**src/rtl/door_sequencer.sv**
```systemverilog
// Automatic sliding door sequencer.
// Moore FSM that drives the open/close motors, the lock bolt and the
// latched tamper-alarm and fault flags. Every output is a flop that is
// cleared asynchronously by reset, so the motors stop at once when
// reset goes low.
//
// Handshake: none. All inputs are levels sampled on the rising clk edge.
// The only edge-sensitive input is mo, and only while LOCKED. It is
// compared against its own value from the previous cycle.
module door_sequencer #(
  parameter int HOLD_CYCLES   = 16,
  parameter int MOTOR_TIMEOUT = 64,
  parameter int ALARM_TRIES   = 3
) (
  input  logic       clk,
  input  logic       reset,
  input  logic       pa,
  input  logic       pp,
  input  logic       mo,
  input  logic       lk,
  input  logic       unlk,
  input  logic       open_lim,
  input  logic       closed_lim,
  output logic       open_cmd,
  output logic       close_cmd,
  output logic       bolt,
  output logic       alarm,
  output logic       fault,
  output logic [2:0] state
);

  localparam int HW = (HOLD_CYCLES   > 1) ? $clog2(HOLD_CYCLES)   : 1;
  localparam int MW = (MOTOR_TIMEOUT > 1) ? $clog2(MOTOR_TIMEOUT) : 1;
  localparam int AW = (ALARM_TRIES   > 0) ? $clog2(ALARM_TRIES + 1) : 1;

  localparam logic [HW-1:0] HOLD_LOAD = HW'(HOLD_CYCLES - 1);
  localparam logic [MW-1:0] MOT_MAX   = MW'(MOTOR_TIMEOUT - 1);
  localparam logic [AW-1:0] ATT_MAX   = AW'(ALARM_TRIES);

  typedef enum logic [2:0] {
    S_CLOSED    = 3'b000,
    S_OPENING   = 3'b001,
    S_CLOSING   = 3'b010,
    S_OPEN_HOLD = 3'b011,
    S_LOCKED    = 3'b100,
    S_FAULT     = 3'b101
  } state_t;

  state_t          r_state;
  state_t          w_state_nxt;
  logic [HW-1:0]   r_hold;
  logic [HW-1:0]   w_hold_nxt;
  logic [MW-1:0]   r_motor;
  logic [MW-1:0]   w_motor_nxt;
  logic [AW-1:0]   r_att;
  logic [AW-1:0]   w_att_nxt;
  logic            r_mo_q;
  logic            r_open_cmd;
  logic            r_close_cmd;
  logic            r_bolt;
  logic            r_alarm;
  logic            r_fault;

  logic w_presence;
  logic w_both_lim;
  logic w_mo_rise;

  assign w_presence = pa | pp | mo;
  assign w_both_lim = open_lim & closed_lim;
  assign w_mo_rise  = mo & ~r_mo_q;

  // Next-state, timer and attempt-counter logic.
  always_comb begin
    w_state_nxt = r_state;
    w_hold_nxt  = r_hold;
    w_motor_nxt = r_motor;
    w_att_nxt   = r_att;
    unique case (r_state)
      S_CLOSED: begin
        if (w_both_lim)              w_state_nxt = S_FAULT;
        else if (lk && closed_lim)   w_state_nxt = S_LOCKED;
        else if (w_presence)         w_state_nxt = S_OPENING;
      end
      S_OPENING: begin
        if (w_both_lim)              w_state_nxt = S_FAULT;
        else if (open_lim) begin
          w_state_nxt = S_OPEN_HOLD;
          w_hold_nxt  = HOLD_LOAD;
        end
        else if (r_motor == MOT_MAX) w_state_nxt = S_FAULT;
      end
      S_OPEN_HOLD: begin
        if (w_both_lim)              w_state_nxt = S_FAULT;
        else if (w_presence)         w_hold_nxt  = HOLD_LOAD;
        else if (r_hold == '0)       w_state_nxt = S_CLOSING;
        else                         w_hold_nxt  = r_hold - 1'b1;
      end
      S_CLOSING: begin
        // An obstruction always reverses, even if the leaves just met.
        if (w_both_lim)              w_state_nxt = S_FAULT;
        else if (w_presence)         w_state_nxt = S_OPENING;
        else if (closed_lim)         w_state_nxt = S_CLOSED;
        else if (r_motor == MOT_MAX) w_state_nxt = S_FAULT;
      end
      S_LOCKED: begin
        if (unlk && !lk) begin
          w_state_nxt = S_CLOSED;
          w_att_nxt   = '0;
        end
        else if (w_mo_rise && (r_att != ATT_MAX)) begin
          w_att_nxt = r_att + 1'b1;
        end
      end
      S_FAULT: begin
        w_state_nxt = S_FAULT;
      end
      default: w_state_nxt = S_FAULT;
    endcase

    // The motor timer restarts on every entry into a motion state,
    // including a reversal, and saturates rather than wrapping.
    if (w_state_nxt != r_state)
      w_motor_nxt = '0;
    else if ((r_state == S_OPENING || r_state == S_CLOSING) && (r_motor != MOT_MAX))
      w_motor_nxt = r_motor + 1'b1;
  end

  // State, timers, mo history and registered outputs.
  always_ff @(posedge clk or negedge reset) begin
    if (!reset) begin
      r_state     <= S_CLOSED;
      r_hold      <= '0;
      r_motor     <= '0;
      r_att       <= '0;
      r_mo_q      <= 1'b0;
      r_open_cmd  <= 1'b0;
      r_close_cmd <= 1'b0;
      r_bolt      <= 1'b0;
      r_alarm     <= 1'b0;
      r_fault     <= 1'b0;
    end else begin
      r_state     <= w_state_nxt;
      r_hold      <= w_hold_nxt;
      r_motor     <= w_motor_nxt;
      r_att       <= w_att_nxt;
      r_mo_q      <= mo;
      r_open_cmd  <= (w_state_nxt == S_OPENING);
      r_close_cmd <= (w_state_nxt == S_CLOSING);
      r_bolt      <= (w_state_nxt == S_LOCKED);
      r_fault     <= (w_state_nxt == S_FAULT);
      r_alarm     <= r_alarm | (w_att_nxt == ATT_MAX);
    end
  end

  assign open_cmd  = r_open_cmd;
  assign close_cmd = r_close_cmd;
  assign bolt      = r_bolt;
  assign alarm     = r_alarm;
  assign fault     = r_fault;
  assign state     = r_state;

endmodule

```
**config.mk**
```make
export PLATFORM = sky130hd
export DESIGN_NAME = door_sequencer
export DESIGN_NICKNAME = d
export VERILOG_FILES = /design/src/rtl/door_sequencer.sv
export SDC_FILE = /design/constraint.sdc
export NUM_CORES = 1
export LEC_CHECK = 0
export CAP_MARGIN = 20
export CORE_MARGIN = 2
export CORE_UTILIZATION = 45
export DETAILED_ROUTE_END_ITERATION = 12
export PLACE_DENSITY_LB_ADDON = 0.2
export SYNTH_ARGS = -nofsm -noshare
export SYNTH_HDL_FRONTEND = slang
export SYNTH_SLANG_ARGS = --single-unit
```
**constraint.sdc**
```tcl
create_clock -name clk -period 1.7 [get_ports clk]
set_input_delay 0.51 -clock clk [delete_from_list [all_inputs] [get_ports clk]]
set_output_delay 0.51 -clock clk [all_outputs]
set_load 0.005 [all_outputs]
```
==> flow_summary_export.csv <==
group,metric,value,unit
outcome,status,"complete, but fails checks",
outcome,violations,"setup timing",
layout,nets,199,
synth,synth.avg_cell_area,10.7,um2
hold_path,hp-class,"reg2reg",
synth,yosys.area.top_type_share,40.0,%
drt,dr.first_iter.drc_count,29,
timing,slew_headroom,71.3,%
synth,ys_ff_latch,21,
synth,syn_inst,123,
synth,seq_area_frac_synth,40.0,%
floorplan,ioPinCount,17,
worst_setup_path,crit_type,"reg2reg",
layout,multi_input_area,821,um2
synth,syn_area,1320,um2
timing,slew_violations,0,
grt,grtUsageTotal,20.7,%
synth,yosysTopAreaCell,"dfrtp_1",
cts,clockBufferDepth,2,
floorplan,die_h,58.1,um
synth,yosys-top-cells-area,"dfrtp_1 (40%), nor3_2 (3.8%), ha_1 (2.9%)",
grt,grt_pass1_vias,1228,
drt,via_per_inst,5.47,
layout,num_antenna_cells,0,
worst_setup_path,cp_slowest_cell,"or4_4",
drt,post_drt_wl_per_cell,14.9,um
worst_setup_path,cp_slowest_stage_delay,0.42,ns
cts,clkSinkCount,21,
synth,synth_cell_type_count,52,
grt,grt_max_degree,22,
timing,fmax,574,MHz
timing,fin_skew,0.00650,ns
worst_setup_path,startpoint_type,"register",
worst_setup_path,arrival,1.97,ns
drt,final_antenna_net_count,0,
power_and_ir_drop,power,2.17,mW
timing,timing.final.ws_setup,-0.0424,ns
timing,finalSetupViolCount,6,
cts,clkLatencyLatePin,0.31,ns
synth,synth_edf_count,0,
placed_design,portBuffers,16,
power_and_ir_drop,power_density,1110,nW/um2
synth,syn_nets,135,
drt,first_pass_iters,4,
timing,min_period,1.74,ns
floorplan,die_w,58.1,um
placed_design,dp_slack,-0.571,ns
cts,htreeDepth,1,
power_and_ir_drop,peakVddDrop,820,uV
power_and_ir_drop,p_leak,0.900,nW
synth,synth_warnings,0,
layout,drive_above_1_share,47.3,%
synth,yosysMostFrequentCell,"dfrtp_1",
placed_design,placed_cells,200,
floorplan,core_area,2760,um2
floorplan,fp.dieArea,3370,um2
worst_setup_path,reg2reg_slack,-0.04,ns
drt,drt-total-wl,3.23,mm
timing,layout_worst_path_cycle_share,102,%
layout,regArea,528,um2
grt,overflow,0,
worst_setup_path,cp_max_fo,2,
timing,rsz0062_at_grt,"true",
layout,instances_no_fill,217,
synth,ys.flop_type,"dfrtp_1",
timing,hold_viol,0,
worst_setup_path,cp.required,1.92,ns
placed_design,finalWeightedCongestion,0.877,
grt,antenna_found_initial,0,
placed_design,hpwlAfterDp,2.37,mm
layout,syn_to_final_growth,48.4,%
cts,cts_inserted_buffers,3,
floorplan,rows,19,
cts,root_buffer,"clkbuf_4",
cts,hold_buffers,0,
cts,clkTransAtPathRegs,0.12,ns
synth,synth_common_cells,"dfrtp_1 (21), nor2_1 (9), nand2_1 (8), inv_1 (6), nor3_2 (5)",
worst_setup_path,endpoint_kind,"register",
timing,worstMarginPinSlew,0.428,ns
drt,drcViolationCount,0,
worst_setup_path,crit_chain,"inv_1, ha_2, nor3b_4, and2_4, or4_4, mux2i_1, a32oi_1",
synth,synth-async-reset-ratio,100,%
grt,grt_pass1_wl,5.47,mm
drt,via_count,1186,
job,max_cap_violations,0,
floorplan,start_util,47.7,%
layout,nFillCells,222,
cts,cts_tree,"built",
worst paths after layout:
check	startpoint	depth (start not counted)	endpoint
hold reg to reg	alarm	1	alarm
hold / removal	alarm	1	alarm
setup / recovery	r_hold[0]	7	r_hold[3]
min in group asynchronous	reset	2	r_motor[4]
setup reg to reg	r_hold[0]	7	r_hold[3]
max in group asynchronous	reset	2	state[0]
cell type report:
class | instances | area share (%)
multi-input cells | 93 | 42.1
flip-flops and latches | 21 | 27.1
repair buffers | 62 | 26.4
well taps | 31 | 1.99
clock buffers | 4 | 1.35
inverters | 6 | 1.15
per-layer routing:
metal  share of wire [%]  vias up  global-route usage [%]
met5                   0        -                       0
met3                 2.8       11                    2.46
met4                 3.4        0                    8.64
met2                  51       18                    35.4
li1                    -      576                       -
met1                  43      581                    26.5
metrics by stage:
stage	instance area, um2	hold WS, ns	TNS (ns)	utilization (%)
global placement	1730	0.461	-8.24	62.8
detailed placement	1730	0.452	-8.94	62.8
global route	1950	0.507	-0.681	70.8
CTS	1840	0.488	-0.492	66.6
finish	1950	0.473	-0.136	70.8
floorplan	1320	0.214	0	-
placed cells by master, fill, tap and decap left out, types with 2 or more instances in the layout:
cell type	synthesis	routed
nand2_1	8	6
nand3_1	4	4
ha_2	0	3
nor3_2	5	5
a21oi_1	3	3
xor2_1	3	3
and2_1	4	3
buf_4	1	44
dfrtp_1	21	19
dlygate4sd2_1	0	8
nor2_1	9	7
xnor2_1	2	2
nor2b_4	0	2
and3_1	3	2
o211ai_1	2	2
nor2_2	1	3
or3b_4	1	2
clkdlybuf4s50_1	0	6
mux2i_1	2	2
buf_6	2	2
mux2_4	0	2
dfrtp_2	0	2
a22o_1	3	3
a21o_1	2	2
inv_1	6	6
nand2_2	1	3
nand4_1	3	3
o21a_1	2	2
clkbuf_4	0	3
cell families after synthesis:
logic type	Yosys count	share of synthesized area (%)
AND/OR/NAND/NOR	52	25.3
AO/OA/AOI/OAI	28	19.6
flip-flops	21	40.0
buffers and inverters	9	4.00
XOR/XNOR	5	3.33
multiplexers	5	4.95
adder cells (fa/ha/maj)	3	2.85
report_power, final:
part	switching [mW]	internal, mW	leakage (nW)
clock	0.149	0.0916	0.0150
combinational	0.538	0.698	0.646
sequential	0.0883	0.607	0.239
total	0.776	1.40	0.900
registers in the layout, indices dropped and copies added, names as in the netlist:
name / flops
alarm: 1
bolt: 1
close_cmd: 1
fault: 1
open_cmd: 1
r_att: 2
r_hold: 4
r_mo_q: 1
r_motor: 6
state: 3
critical path, delay by kind of cell (launching register included):
family | cells | cell delay [ns]
muxes | 1 | 0.14
AOI/OAI and AO/OA | 1 | 0.20
adders and majority gates | 1 | 0.18
and+or+nand+nor | 3 | 0.73
DFF | 1 | 0.36
buffers and inverters | 1 | 0.05
what timing repair did:
action | 4_1_cts | 5_1_grt
gates resized for setup | 21 | 16
setup endpoints to repair | 23 | 17
setup buffers | 8 | 6
pin swaps | 17 | 15
Power figures use the tool's default switching activity.
